[src/rtl/axi_reg_slice_pkg.sv]
// Shared widths, payload structs and burst encodings for the AXI register slice.
package axi_reg_slice_pkg;
  localparam int ID_W_WIDTH  = 4;
  localparam int ID_R_WIDTH  = 4;
  localparam int ADDR_WIDTH  = 16;
  localparam int DATA_WIDTH  = 32;
  localparam int BYTE_WIDTH  = 8;
  localparam int BATCH_WIDTH = DATA_WIDTH / BYTE_WIDTH;

  typedef enum logic [1:0] {
    BURST_FIXED = 2'b00,
    BURST_INCR  = 2'b01,
    BURST_WRAP  = 2'b10
  } burst_e;

  typedef struct packed {
    logic [ID_W_WIDTH-1:0] id;
    logic [ADDR_WIDTH-1:0] addr;
    logic [7:0]            len;
    logic [2:0]            size;
    logic [1:0]            burst;
  } aw_pld_t;

  typedef struct packed {
    logic [DATA_WIDTH-1:0]  data;
    logic [BATCH_WIDTH-1:0] strb;
    logic                   last;
  } w_pld_t;

  typedef struct packed {
    logic [ID_W_WIDTH-1:0] id;
  } b_pld_t;

  typedef struct packed {
    logic [ID_R_WIDTH-1:0] id;
    logic [ADDR_WIDTH-1:0] addr;
    logic [7:0]            len;
    logic [2:0]            size;
    logic [1:0]            burst;
  } ar_pld_t;

  typedef struct packed {
    logic [ID_R_WIDTH-1:0] id;
    logic [DATA_WIDTH-1:0] data;
    logic                  last;
  } r_pld_t;
endpackage

[src/rtl/axi_reg_slice_if.sv]
// Reduced AXI bundle (only the fields the RAM bridge consumes); s faces the master, m faces the RAM.
interface axi_if;
  import axi_reg_slice_pkg::*;

  logic                   awvalid, awready;
  logic [ID_W_WIDTH-1:0]  awid;
  logic [ADDR_WIDTH-1:0]  awaddr;
  logic [7:0]             awlen;
  logic [2:0]             awsize;
  logic [1:0]             awburst;

  logic                   wvalid, wready;
  logic [DATA_WIDTH-1:0]  wdata;
  logic [BATCH_WIDTH-1:0] wstrb;
  logic                   wlast;

  logic                   bvalid, bready;
  logic [ID_W_WIDTH-1:0]  bid;

  logic                   arvalid, arready;
  logic [ID_R_WIDTH-1:0]  arid;
  logic [ADDR_WIDTH-1:0]  araddr;
  logic [7:0]             arlen;
  logic [2:0]             arsize;
  logic [1:0]             arburst;

  logic                   rvalid, rready;
  logic [ID_R_WIDTH-1:0]  rid;
  logic [DATA_WIDTH-1:0]  rdata;
  logic                   rlast;

  modport s (
    input  awvalid, awid, awaddr, awlen, awsize, awburst,
    input  wvalid, wdata, wstrb, wlast,
    input  bready,
    input  arvalid, arid, araddr, arlen, arsize, arburst,
    input  rready,
    output awready, wready, bvalid, bid, arready, rvalid, rid, rdata, rlast
  );

  modport m (
    output awvalid, awid, awaddr, awlen, awsize, awburst,
    output wvalid, wdata, wstrb, wlast,
    output bready,
    output arvalid, arid, araddr, arlen, arsize, arburst,
    output rready,
    input  awready, wready, bvalid, bid, arready, rvalid, rid, rdata, rlast
  );
endinterface

[src/rtl/axi_reg_slice_skid.sv]
// Two-entry skid cell: every output is a flop, so no comb path crosses it in either direction.
module axi_skid_buffer #(
  parameter int WIDTH = 8
) (
  input  logic             clk,
  input  logic             rst_n,
  input  logic             in_valid,
  output logic             in_ready,
  input  logic [WIDTH-1:0] in_data,
  output logic             out_valid,
  input  logic             out_ready,
  output logic [WIDTH-1:0] out_data
);
  logic             main_valid, skid_valid;
  logic [WIDTH-1:0] main_data, skid_data;
  logic             accept, load_main;

  assign in_ready  = !skid_valid;
  assign out_valid = main_valid;
  assign out_data  = main_data;
  assign accept    = in_valid && !skid_valid;
  // main is free this cycle if empty or being consumed
  assign load_main = !main_valid || out_ready;

  always_ff @(posedge clk or negedge rst_n) begin
    if (!rst_n) begin
      main_valid <= 1'b0;
      skid_valid <= 1'b0;
      main_data  <= '0;
      skid_data  <= '0;
    end else if (load_main) begin
      if (skid_valid) begin
        // skid holds the older beat; accept is impossible here
        main_data  <= skid_data;
        skid_valid <= 1'b0;
      end else begin
        main_valid <= accept;
        if (accept) main_data <= in_data;
      end
    end else if (accept) begin
      skid_valid <= 1'b1;
      skid_data  <= in_data;
    end
  end
endmodule

[src/rtl/axi_reg_slice.sv]
// AXI register slice: one independent skid cell per channel, AW/W/AR forward, B/R reverse.
module axi_reg_slice
  import axi_reg_slice_pkg::*;
(
  input  logic clk,
  input  logic rst_n,
  axi_if.s     axi_s,
  axi_if.m     axi_m
);
  aw_pld_t aw_in, aw_out;
  w_pld_t  w_in,  w_out;
  b_pld_t  b_in,  b_out;
  ar_pld_t ar_in, ar_out;
  r_pld_t  r_in,  r_out;

  assign aw_in = '{id: axi_s.awid, addr: axi_s.awaddr, len: axi_s.awlen,
                   size: axi_s.awsize, burst: axi_s.awburst};
  assign w_in  = '{data: axi_s.wdata, strb: axi_s.wstrb, last: axi_s.wlast};
  assign ar_in = '{id: axi_s.arid, addr: axi_s.araddr, len: axi_s.arlen,
                   size: axi_s.arsize, burst: axi_s.arburst};
  assign b_in  = '{id: axi_m.bid};
  assign r_in  = '{id: axi_m.rid, data: axi_m.rdata, last: axi_m.rlast};

  axi_skid_buffer #(.WIDTH($bits(aw_pld_t))) u_aw (
    .clk, .rst_n,
    .in_valid (axi_s.awvalid), .in_ready (axi_s.awready), .in_data (aw_in),
    .out_valid(axi_m.awvalid), .out_ready(axi_m.awready), .out_data(aw_out)
  );

  axi_skid_buffer #(.WIDTH($bits(w_pld_t))) u_w (
    .clk, .rst_n,
    .in_valid (axi_s.wvalid), .in_ready (axi_s.wready), .in_data (w_in),
    .out_valid(axi_m.wvalid), .out_ready(axi_m.wready), .out_data(w_out)
  );

  axi_skid_buffer #(.WIDTH($bits(ar_pld_t))) u_ar (
    .clk, .rst_n,
    .in_valid (axi_s.arvalid), .in_ready (axi_s.arready), .in_data (ar_in),
    .out_valid(axi_m.arvalid), .out_ready(axi_m.arready), .out_data(ar_out)
  );

  axi_skid_buffer #(.WIDTH($bits(b_pld_t))) u_b (
    .clk, .rst_n,
    .in_valid (axi_m.bvalid), .in_ready (axi_m.bready), .in_data (b_in),
    .out_valid(axi_s.bvalid), .out_ready(axi_s.bready), .out_data(b_out)
  );

  axi_skid_buffer #(.WIDTH($bits(r_pld_t))) u_r (
    .clk, .rst_n,
    .in_valid (axi_m.rvalid), .in_ready (axi_m.rready), .in_data (r_in),
    .out_valid(axi_s.rvalid), .out_ready(axi_s.rready), .out_data(r_out)
  );

  assign axi_m.awid    = aw_out.id;
  assign axi_m.awaddr  = aw_out.addr;
  assign axi_m.awlen   = aw_out.len;
  assign axi_m.awsize  = aw_out.size;
  assign axi_m.awburst = aw_out.burst;

  assign axi_m.wdata   = w_out.data;
  assign axi_m.wstrb   = w_out.strb;
  assign axi_m.wlast   = w_out.last;

  assign axi_m.arid    = ar_out.id;
  assign axi_m.araddr  = ar_out.addr;
  assign axi_m.arlen   = ar_out.len;
  assign axi_m.arsize  = ar_out.size;
  assign axi_m.arburst = ar_out.burst;

  assign axi_s.bid     = b_out.id;

  assign axi_s.rid     = r_out.id;
  assign axi_s.rdata   = r_out.data;
  assign axi_s.rlast   = r_out.last;
endmodule

[src/flat_wrapper.sv]
// flat-port wrapper written by rule: the top's interface ports become plain ports
module axi_reg_slice_flat import axi_reg_slice_pkg::*;
  (clk, rst_n, axi_s_awvalid, axi_s_awid, axi_s_awaddr, axi_s_awlen, axi_s_awsize, axi_s_awburst, axi_s_wvalid, axi_s_wdata, axi_s_wstrb, axi_s_wlast, axi_s_bready, axi_s_arvalid, axi_s_arid, axi_s_araddr, axi_s_arlen, axi_s_arsize, axi_s_arburst, axi_s_rready, axi_s_awready, axi_s_wready, axi_s_bvalid, axi_s_bid, axi_s_arready, axi_s_rvalid, axi_s_rid, axi_s_rdata, axi_s_rlast, axi_m_awvalid, axi_m_awid, axi_m_awaddr, axi_m_awlen, axi_m_awsize, axi_m_awburst, axi_m_wvalid, axi_m_wdata, axi_m_wstrb, axi_m_wlast, axi_m_bready, axi_m_arvalid, axi_m_arid, axi_m_araddr, axi_m_arlen, axi_m_arsize, axi_m_arburst, axi_m_rready, axi_m_awready, axi_m_wready, axi_m_bvalid, axi_m_bid, axi_m_arready, axi_m_rvalid, axi_m_rid, axi_m_rdata, axi_m_rlast);
  axi_if axi_s_i ();
  axi_if axi_m_i ();
  input  logic clk;
  input  logic rst_n;
  input wire logic [$bits(axi_s_i.awvalid)-1:0] axi_s_awvalid;
  input wire logic [$bits(axi_s_i.awid)-1:0] axi_s_awid;
  input wire logic [$bits(axi_s_i.awaddr)-1:0] axi_s_awaddr;
  input wire logic [$bits(axi_s_i.awlen)-1:0] axi_s_awlen;
  input wire logic [$bits(axi_s_i.awsize)-1:0] axi_s_awsize;
  input wire logic [$bits(axi_s_i.awburst)-1:0] axi_s_awburst;
  input wire logic [$bits(axi_s_i.wvalid)-1:0] axi_s_wvalid;
  input wire logic [$bits(axi_s_i.wdata)-1:0] axi_s_wdata;
  input wire logic [$bits(axi_s_i.wstrb)-1:0] axi_s_wstrb;
  input wire logic [$bits(axi_s_i.wlast)-1:0] axi_s_wlast;
  input wire logic [$bits(axi_s_i.bready)-1:0] axi_s_bready;
  input wire logic [$bits(axi_s_i.arvalid)-1:0] axi_s_arvalid;
  input wire logic [$bits(axi_s_i.arid)-1:0] axi_s_arid;
  input wire logic [$bits(axi_s_i.araddr)-1:0] axi_s_araddr;
  input wire logic [$bits(axi_s_i.arlen)-1:0] axi_s_arlen;
  input wire logic [$bits(axi_s_i.arsize)-1:0] axi_s_arsize;
  input wire logic [$bits(axi_s_i.arburst)-1:0] axi_s_arburst;
  input wire logic [$bits(axi_s_i.rready)-1:0] axi_s_rready;
  output wire logic [$bits(axi_s_i.awready)-1:0] axi_s_awready;
  output wire logic [$bits(axi_s_i.wready)-1:0] axi_s_wready;
  output wire logic [$bits(axi_s_i.bvalid)-1:0] axi_s_bvalid;
  output wire logic [$bits(axi_s_i.bid)-1:0] axi_s_bid;
  output wire logic [$bits(axi_s_i.arready)-1:0] axi_s_arready;
  output wire logic [$bits(axi_s_i.rvalid)-1:0] axi_s_rvalid;
  output wire logic [$bits(axi_s_i.rid)-1:0] axi_s_rid;
  output wire logic [$bits(axi_s_i.rdata)-1:0] axi_s_rdata;
  output wire logic [$bits(axi_s_i.rlast)-1:0] axi_s_rlast;
  output wire logic [$bits(axi_m_i.awvalid)-1:0] axi_m_awvalid;
  output wire logic [$bits(axi_m_i.awid)-1:0] axi_m_awid;
  output wire logic [$bits(axi_m_i.awaddr)-1:0] axi_m_awaddr;
  output wire logic [$bits(axi_m_i.awlen)-1:0] axi_m_awlen;
  output wire logic [$bits(axi_m_i.awsize)-1:0] axi_m_awsize;
  output wire logic [$bits(axi_m_i.awburst)-1:0] axi_m_awburst;
  output wire logic [$bits(axi_m_i.wvalid)-1:0] axi_m_wvalid;
  output wire logic [$bits(axi_m_i.wdata)-1:0] axi_m_wdata;
  output wire logic [$bits(axi_m_i.wstrb)-1:0] axi_m_wstrb;
  output wire logic [$bits(axi_m_i.wlast)-1:0] axi_m_wlast;
  output wire logic [$bits(axi_m_i.bready)-1:0] axi_m_bready;
  output wire logic [$bits(axi_m_i.arvalid)-1:0] axi_m_arvalid;
  output wire logic [$bits(axi_m_i.arid)-1:0] axi_m_arid;
  output wire logic [$bits(axi_m_i.araddr)-1:0] axi_m_araddr;
  output wire logic [$bits(axi_m_i.arlen)-1:0] axi_m_arlen;
  output wire logic [$bits(axi_m_i.arsize)-1:0] axi_m_arsize;
  output wire logic [$bits(axi_m_i.arburst)-1:0] axi_m_arburst;
  output wire logic [$bits(axi_m_i.rready)-1:0] axi_m_rready;
  input wire logic [$bits(axi_m_i.awready)-1:0] axi_m_awready;
  input wire logic [$bits(axi_m_i.wready)-1:0] axi_m_wready;
  input wire logic [$bits(axi_m_i.bvalid)-1:0] axi_m_bvalid;
  input wire logic [$bits(axi_m_i.bid)-1:0] axi_m_bid;
  input wire logic [$bits(axi_m_i.arready)-1:0] axi_m_arready;
  input wire logic [$bits(axi_m_i.rvalid)-1:0] axi_m_rvalid;
  input wire logic [$bits(axi_m_i.rid)-1:0] axi_m_rid;
  input wire logic [$bits(axi_m_i.rdata)-1:0] axi_m_rdata;
  input wire logic [$bits(axi_m_i.rlast)-1:0] axi_m_rlast;
  assign axi_s_i.awvalid = axi_s_awvalid;
  assign axi_s_i.awid = axi_s_awid;
  assign axi_s_i.awaddr = axi_s_awaddr;
  assign axi_s_i.awlen = axi_s_awlen;
  assign axi_s_i.awsize = axi_s_awsize;
  assign axi_s_i.awburst = axi_s_awburst;
  assign axi_s_i.wvalid = axi_s_wvalid;
  assign axi_s_i.wdata = axi_s_wdata;
  assign axi_s_i.wstrb = axi_s_wstrb;
  assign axi_s_i.wlast = axi_s_wlast;
  assign axi_s_i.bready = axi_s_bready;
  assign axi_s_i.arvalid = axi_s_arvalid;
  assign axi_s_i.arid = axi_s_arid;
  assign axi_s_i.araddr = axi_s_araddr;
  assign axi_s_i.arlen = axi_s_arlen;
  assign axi_s_i.arsize = axi_s_arsize;
  assign axi_s_i.arburst = axi_s_arburst;
  assign axi_s_i.rready = axi_s_rready;
  assign axi_s_awready = axi_s_i.awready;
  assign axi_s_wready = axi_s_i.wready;
  assign axi_s_bvalid = axi_s_i.bvalid;
  assign axi_s_bid = axi_s_i.bid;
  assign axi_s_arready = axi_s_i.arready;
  assign axi_s_rvalid = axi_s_i.rvalid;
  assign axi_s_rid = axi_s_i.rid;
  assign axi_s_rdata = axi_s_i.rdata;
  assign axi_s_rlast = axi_s_i.rlast;
  assign axi_m_awvalid = axi_m_i.awvalid;
  assign axi_m_awid = axi_m_i.awid;
  assign axi_m_awaddr = axi_m_i.awaddr;
  assign axi_m_awlen = axi_m_i.awlen;
  assign axi_m_awsize = axi_m_i.awsize;
  assign axi_m_awburst = axi_m_i.awburst;
  assign axi_m_wvalid = axi_m_i.wvalid;
  assign axi_m_wdata = axi_m_i.wdata;
  assign axi_m_wstrb = axi_m_i.wstrb;
  assign axi_m_wlast = axi_m_i.wlast;
  assign axi_m_bready = axi_m_i.bready;
  assign axi_m_arvalid = axi_m_i.arvalid;
  assign axi_m_arid = axi_m_i.arid;
  assign axi_m_araddr = axi_m_i.araddr;
  assign axi_m_arlen = axi_m_i.arlen;
  assign axi_m_arsize = axi_m_i.arsize;
  assign axi_m_arburst = axi_m_i.arburst;
  assign axi_m_rready = axi_m_i.rready;
  assign axi_m_i.awready = axi_m_awready;
  assign axi_m_i.wready = axi_m_wready;
  assign axi_m_i.bvalid = axi_m_bvalid;
  assign axi_m_i.bid = axi_m_bid;
  assign axi_m_i.arready = axi_m_arready;
  assign axi_m_i.rvalid = axi_m_rvalid;
  assign axi_m_i.rid = axi_m_rid;
  assign axi_m_i.rdata = axi_m_rdata;
  assign axi_m_i.rlast = axi_m_rlast;
  axi_reg_slice u_core (.clk(clk), .rst_n(rst_n), .axi_s(axi_s_i), .axi_m(axi_m_i));
endmodule
[config.mk]
export PLATFORM = sky130hd
export DESIGN_NAME = axi_reg_slice_flat
export DESIGN_NICKNAME = d
export VERILOG_FILES = /design/src/rtl/axi_reg_slice_pkg.sv /design/src/rtl/axi_reg_slice_if.sv /design/src/rtl/axi_reg_slice_skid.sv /design/src/rtl/axi_reg_slice.sv /design/src/flat_wrapper.sv
export SDC_FILE = /design/constraint.sdc
export NUM_CORES = 1
export LEC_CHECK = 0
export CAP_MARGIN = 20
export CORE_ASPECT_RATIO = 0.9
export CORE_UTILIZATION = 50
export DETAILED_ROUTE_END_ITERATION = 6
export PLACE_DENSITY = 0.9
export SYNTH_ARGS = -nofsm -noshare
export SYNTH_HDL_FRONTEND = slang
export SYNTH_SLANG_ARGS = --single-unit
[constraint.sdc]
create_clock -name clk -period 1.9 [get_ports clk]
set_clock_uncertainty 0.1 [all_clocks]
set_input_delay 0.19 -clock clk [delete_from_list [all_inputs] [get_ports clk]]
set_output_delay 0.19 -clock clk [all_outputs]
set_load 0.005 [all_outputs]
# Yosys cells after proc, flatten, opt, wreduce, memory -nomap -nowiden
# Cells that the tools add are included.
[totals]
output_inout_bits = 154
reg_bits = 298
wordCells = 95
in_bits = 156
[classes]
n_mux = 20
n_bitwise = 10
reduce_logical = 45
[op_table]
columns = ["op", "n"]
rows = [
  ["$mux W37", 4],
  ["$mux W33", 4],
  ["$reduce_and A2 Y1", 15],
  ["$reduce_bool A2 Y1", 10],
  ["$logic_not A1 Y1", 10],
  ["$mux W1", 10],
  ["$not A1 Y1", 10],
  ["$mux W4", 2],
  ["$logic_and A1 B1 Y1", 5],
  ["$logic_or A1 B1 Y1", 5],
]

# Depth between registers and ports, before layout
# Gate-level depths: netlist (run 1).
[depth]
depth_word = 4
depth_mapped = 5

# By module
# From an unflattened synthesis (run 1), not the netlist that was laid out.
[unflattened]
cells_unflattened = 821
area_unflattened_um2 = 13486.7
[by_module_without_submodules]
columns = ["mod", "cells_per_inst", "area_each_um2", "n_inst", "seq_area_each_um2"]
rows = [
  ["axi_skid_buffer at u_core.u_r ...", 207, 3284.4, 2, 1901.8],
  ["axi_skid_buffer at u_core.u_ar ...", 187, 3195.6, 2, 1701.6],
  ["axi_skid_buffer at u_core.u_b", 33, 526.8, 1, 250.2],
]

# Worst setup path after synthesis (run 1)
# OpenSTA, ideal clock, no wires.
[synth_timing]
path_type = "register -> register"
startpoint = "reg u_core.u_w.skid_valid"
endpoint = "reg u_core.u_w.main_data[11] (netlist: u_core.u_w.out_data[11])"
path_slack_ns = 0.324
setup_time_ns = 0.128
t_arrival_ns = 1.349
period_less_slack_ns = 1.576
t_required_ns = 1.672
path_stages_with_launch = 4
n_path_buf = 1
path_cell_list = "dfrtp_1 buf_1 mux2_2 mux2_1"
[synth_between]
elab_chain_cells = 4
[synth_lines]
columns = ["element", "line_no", "source"]
rows = [
  ["from (decl)", "axi_reg_slice_skid.sv:14", "logic main_valid, skid_valid;"],
  ["from (signal assigned)", "axi_reg_slice_skid.sv:28", "skid_valid <= 1'b0;"],
  ["from (signal assigned)", "axi_reg_slice_skid.sv:35", "skid_valid <= 1'b0;"],
  ["from (signal assigned)", "axi_reg_slice_skid.sv:41", "skid_valid <= 1'b1;"],
  ["$logic_not A1 Y1", "axi_reg_slice_skid.sv:21", "assign accept = in_valid && !skid_valid;"],
  ["$logic_and A1 B1 Y1", "axi_reg_slice_skid.sv:21", ""],
  ["$reduce_bool A2 Y1 (no line)", "-", ""],
  ["$reduce_and A2 Y1 (no line)", "-", ""],
  ["to (signal assigned)", "axi_reg_slice_skid.sv:34", "main_data <= skid_data;"],
  ["to (signal assigned)", "axi_reg_slice_skid.sv:38", "if (accept) main_data <= in_data;"],
  ["to (decl)", "axi_reg_slice_skid.sv:15", "logic [WIDTH-1:0] main_data, skid_data;"],
]
# Several ways; a longest one is shown, not always the timed one.
# A chain may end at the register's enable or synchronous reset.

# Final worst setup path (run 1)
[layout_timing]
startpoint = "reg u_core.u_aw.skid_valid"
endpoint = "reg u_core.u_aw.skid_data[3]"
[layout_between]
elab_chain_cells = 3
[layout_lines]
columns = ["element", "line_no", "source"]
rows = [
  ["from (decl)", "axi_reg_slice_skid.sv:14", ""],
  ["from (signal assigned)", "axi_reg_slice_skid.sv:28", ""],
  ["from (signal assigned)", "axi_reg_slice_skid.sv:35", ""],
  ["from (signal assigned)", "axi_reg_slice_skid.sv:41", ""],
  ["$logic_not A1 Y1", "axi_reg_slice_skid.sv:21", ""],
  ["$logic_and A1 B1 Y1", "axi_reg_slice_skid.sv:21", ""],
  ["$reduce_and A2 Y1 (no line)", "-", ""],
  ["to (signal assigned)", "axi_reg_slice_skid.sv:42", "skid_data <= in_data;"],
  ["to (decl)", "axi_reg_slice_skid.sv:15", ""],
]
# Every way passes these cells.

==> results_dict.tcl, run 1 <==
set metrics [dict create \
    final_layout_size_suffix_gt1_share_pct 41.4 \
    holdCritPathClass "in -> async" \
    ctsLongestPathBuffers 3 \
    power.internal_mw 14.9 \
    worst_skew_pair.late_latency_ns 0.55 \
    critical_path.reg2reg.endpoint "u_core.u_aw.skid_data[3]" \
    startpoint_of_the_most_critical_register_to_register_path "u_core.u_aw.skid_valid" \
    num_cts_buffers 31 \
    cp_data_arrival_time_ns 2.16 \
    largest_net_degree_at_the_start_of_global_routing 65 \
    drtIter0Drc 315 \
    ys_seq_area_share_pct 57.9 \
    viasPerCell 5.27 \
    pwr-share-comb_pct 25.8 \
    start_kind "flip-flop" \
    relSlewSlack_pct 72.4 \
    wire_length_of_the_first_global_routing_pass_um 48500 \
    yosys.cell_types.count 15 \
    crit_path_top_delay_cell "sky130_fd_sc_hd__dfrtp_2" \
    critPathBufInv 3 \
    critPathCaptureType "flip-flop" \
    die_h_um 154 \
    diode_count 0 \
    clk_pin_slew_ns 0.06 \
    detail_route.first_pass.iterations 4 \
    maxCapViolCount 0 \
    syn-instance-count 821 \
    path_max_fanout 16 \
    globalRouteTotalUtil_pct 23.4 \
    wl_um 30300 \
    path_cells "buf_4, buf_4, nand2b_2, nor2_4, buf_12, mux2_2" \
    setup-tns-final_ns 0 \
    min_period_ns 1.85 \
    kind_of_cell_adding_the_most_delay_to_the_critical_path "buffers and inverters" \
    worst-setup-path-type "reg -> reg" \
    die_area_um2 26400 \
    row_count 55 \
    syn_area_um2 12900 \
    ctsHtreeMaxLevel 1 \
    power.density_nw_per_um2 1120 \
    die_width_um 171 \
    most_common_cell_after_layout_fill_and_taps_aside "sky130_fd_sc_hd__mux2_2" \
    post_drt_wl_per_cell_um 19.8 \
    power_frac_clock_pct 29.1 \
    most-common-layout-cells "383 x sky130_fd_sc_hd__mux2_2, 304 x sky130_fd_sc_hd__clkdlybuf4s50_1, 295 x sky130_fd_sc_hd__dfrtp_1" \
    post_synth.cell_area_avg_um2 15.7 \
    antenna_found_initial 0 \
    ff2ff_path_depth 6 \
    net_count_after_synthesis 977 \
    cts.sinks 298 \
    start_util_pct 51.1 \
    tritoncts "built" \
    report.final.hold_viol_count 0 \
    place.detailed.hpwl_um 21000 \
    seq_pwr_share_pct 45.1 \
    drc 0 \
    place_congestion 0.768 \
    outcome "finished, final reports clean" \
    core_region_area_um2 25200 \
    ir_worst_vdd_mv 0.733 \
    synth.ff_latch_count 298 \
    worst-slew-pin-transition_ns 0.414 \
    dpl.cell_count 1465 \
    setup_violations 0 \
    clk_root_buffer_cell "sky130_fd_sc_hd__clkbuf_16" \
    unrepaired_setup_endpoints_after_global_routing "no" \
    r2r_setup_slack_ns 0.05 \
    yosysWarnings 0 \
    power_switching_mw 4.99 \
    portBuffers 309 \
    area.growth.synth_to_final_pct 38.0 \
    worst_path_largest_cell_delay_ns 0.42 \
    static-leakage-power_nw 7.32 \
    design.portCount 310 \
    grt_overflow_total 0 \
    via_count_of_the_routed_design 8057 \
    design.final.nets 1325 \
    slew_violations 0 \
    post_layout_nonfiller_instances 1530 \
    required_worst_endpoint_ns 2.21 \
    period_share_pct 97.4 \
    first_global_vias 8909 \
    detail-route-antenna-nets 0 \
    fmax_mhz 541 \
    power.share.switching_pct 25.1 \
    timing.critical_path.mode_cell "sky130_fd_sc_hd__buf_4" \
]
## timing repair
item | CTS | global route
endpoints found under the setup margin | 5 | 3
buffers inserted | 9 | 2
cloned | 1 | 0
hold buffers | 1 | 0
resized for setup | 13 | 2
hold endpoints to repair | 298 | 0
## registers in the layout, summed over array words and instances (netlist names)
name and count:
u_core.u_r.out_data 37, u_core.u_r.skid_data 37, u_core.u_w.out_data 37, u_core.u_w.skid_data 37, u_core.u_ar.out_data 33, u_core.u_ar.skid_data 33
u_core.u_aw.out_data 33, u_core.u_aw.skid_data 33, u_core.u_b.out_data 4, u_core.u_b.skid_data 4, u_core.u_ar.out_valid 1, u_core.u_ar.skid_valid 1
u_core.u_aw.out_valid 1, u_core.u_aw.skid_valid 1, u_core.u_b.out_valid 1, u_core.u_b.skid_valid 1, u_core.u_r.out_valid 1, u_core.u_r.skid_valid 1
u_core.u_w.out_valid 1, u_core.u_w.skid_valid 1
## area by class of cell
type	instances	area (um2)
clock buffers	44	935
clock inverters	8	45.0
fillers	1655	7420
inverters	10	37.5
multi-input cells	472	5130
flip-flops and latches	298	7460
well taps	342	428
repair buffers	356	3730
## synthesized netlist by cell type
library cell | count | area [um2]
sky130_fd_sc_hd__a21oi_1 | 1 | 5.00
sky130_fd_sc_hd__a21oi_2 | 2 | 17.5
sky130_fd_sc_hd__a21oi_4 | 2 | 32.5
sky130_fd_sc_hd__buf_1 | 4 | 15.0
sky130_fd_sc_hd__buf_2 | 11 | 55.1
sky130_fd_sc_hd__buf_4 | 26 | 195
sky130_fd_sc_hd__dfrtp_1 | 298 | 7460
sky130_fd_sc_hd__inv_1 | 10 | 37.5
sky130_fd_sc_hd__mux2_1 | 49 | 552
sky130_fd_sc_hd__mux2_2 | 383 | 4310
sky130_fd_sc_hd__nand2_1 | 5 | 18.8
sky130_fd_sc_hd__nand2b_1 | 10 | 62.6
sky130_fd_sc_hd__nor2_1 | 11 | 41.3
sky130_fd_sc_hd__nor2_4 | 4 | 45.0
sky130_fd_sc_hd__o21ai_0 | 5 | 25.0
## power by group through the flow
stage	registers [mW]	clock network, mW	logic, mW
4_1_cts	8.96	5.91	5.19
3_3_place_gp	8.91	0	4.92
6_report	8.96	5.78	5.13
2_1_floorplan	8.84	0	2.32
5_1_grt	9.16	6.13	5.51
3_5_place_dp	9.04	0	5.09
## per-stage QoR
stage | instance area [um2] | hold WS, ns | total power, mW | utilization (%) | setup WS, ns
floorplan | 12900 | -0.206 | 11.2 | - | 0.324
global placement | 16600 | 0.0181 | 13.8 | 66.0 | 0.141
detailed placement | 16600 | 0.0153 | 14.1 | 66.0 | 0.0932
CTS | 17700 | 0.0373 | 20.1 | 70.4 | 0.00592
global route | 17800 | 0.0659 | 20.8 | 70.5 | 0.00537
finish | 17800 | 0.0475 | 19.9 | 70.5 | 0.0501
## worst max-delay path by stage
stage                                     end                   start  cells after the start  slack, ns
floorplan             u_core.u_w.out_data[11]   u_core.u_w.skid_valid                      3       0.32
global placement    u_core.u_ar.skid_data[15]           axi_m_arready                      5       0.14
detailed placement  u_core.u_ar.skid_data[25]           axi_m_arready                      5       0.09
CTS                              axi_m_bready   u_core.u_b.skid_valid                      2      0.006
global route                    axi_m_awvalid   u_core.u_aw.out_valid                      1      0.005
finish               u_core.u_aw.skid_data[3]  u_core.u_aw.skid_valid                      6       0.05
## worst register-to-register path, cell delays in order, from the launching register on
cell	delay [ns]
sky130_fd_sc_hd__dfrtp_2	0.42
sky130_fd_sc_hd__buf_4	0.15
sky130_fd_sc_hd__buf_4	0.14
sky130_fd_sc_hd__nand2b_2	0.21
sky130_fd_sc_hd__nor2_4	0.17
sky130_fd_sc_hd__buf_12	0.18
sky130_fd_sc_hd__mux2_2	0.36
## per-layer routing
metal	part of all wire [%]	GRT usage, %
met4	3.5	8.08
met5	0	0
met3	7.2	5.94
met1	41	29.8
met2	48	38.8
## cell families (layout without fill, tap and decap cells)
family / Yosys count / after routing / synth area share (%)
multiplexers: 432 / 432 / 37.8
buffers and inverters: 51 / 418 / 2.35
AND/OR/NAND/NOR: 30 / 30 / 1.30
flip-flops: 298 / 298 / 57.9
AO/OA/AOI/OAI: 10 / 10 / 0.622
Note: power is estimated with default switching activity, not from simulation.
==> inputs of run 2 (changes only) <==
--- a/config.mk
+++ b/config.mk
@@ -7,6 +7,7 @@
 export LEC_CHECK = 0
 export CAP_MARGIN = 20
 export CORE_ASPECT_RATIO = 0.9
+export CORE_MARGIN = 1
 export CORE_UTILIZATION = 50
 export DETAILED_ROUTE_END_ITERATION = 6
 export PLACE_DENSITY = 0.9
==> results of run 2 <==
The final DEF is identical to that of run 1; final timing and power are the same.
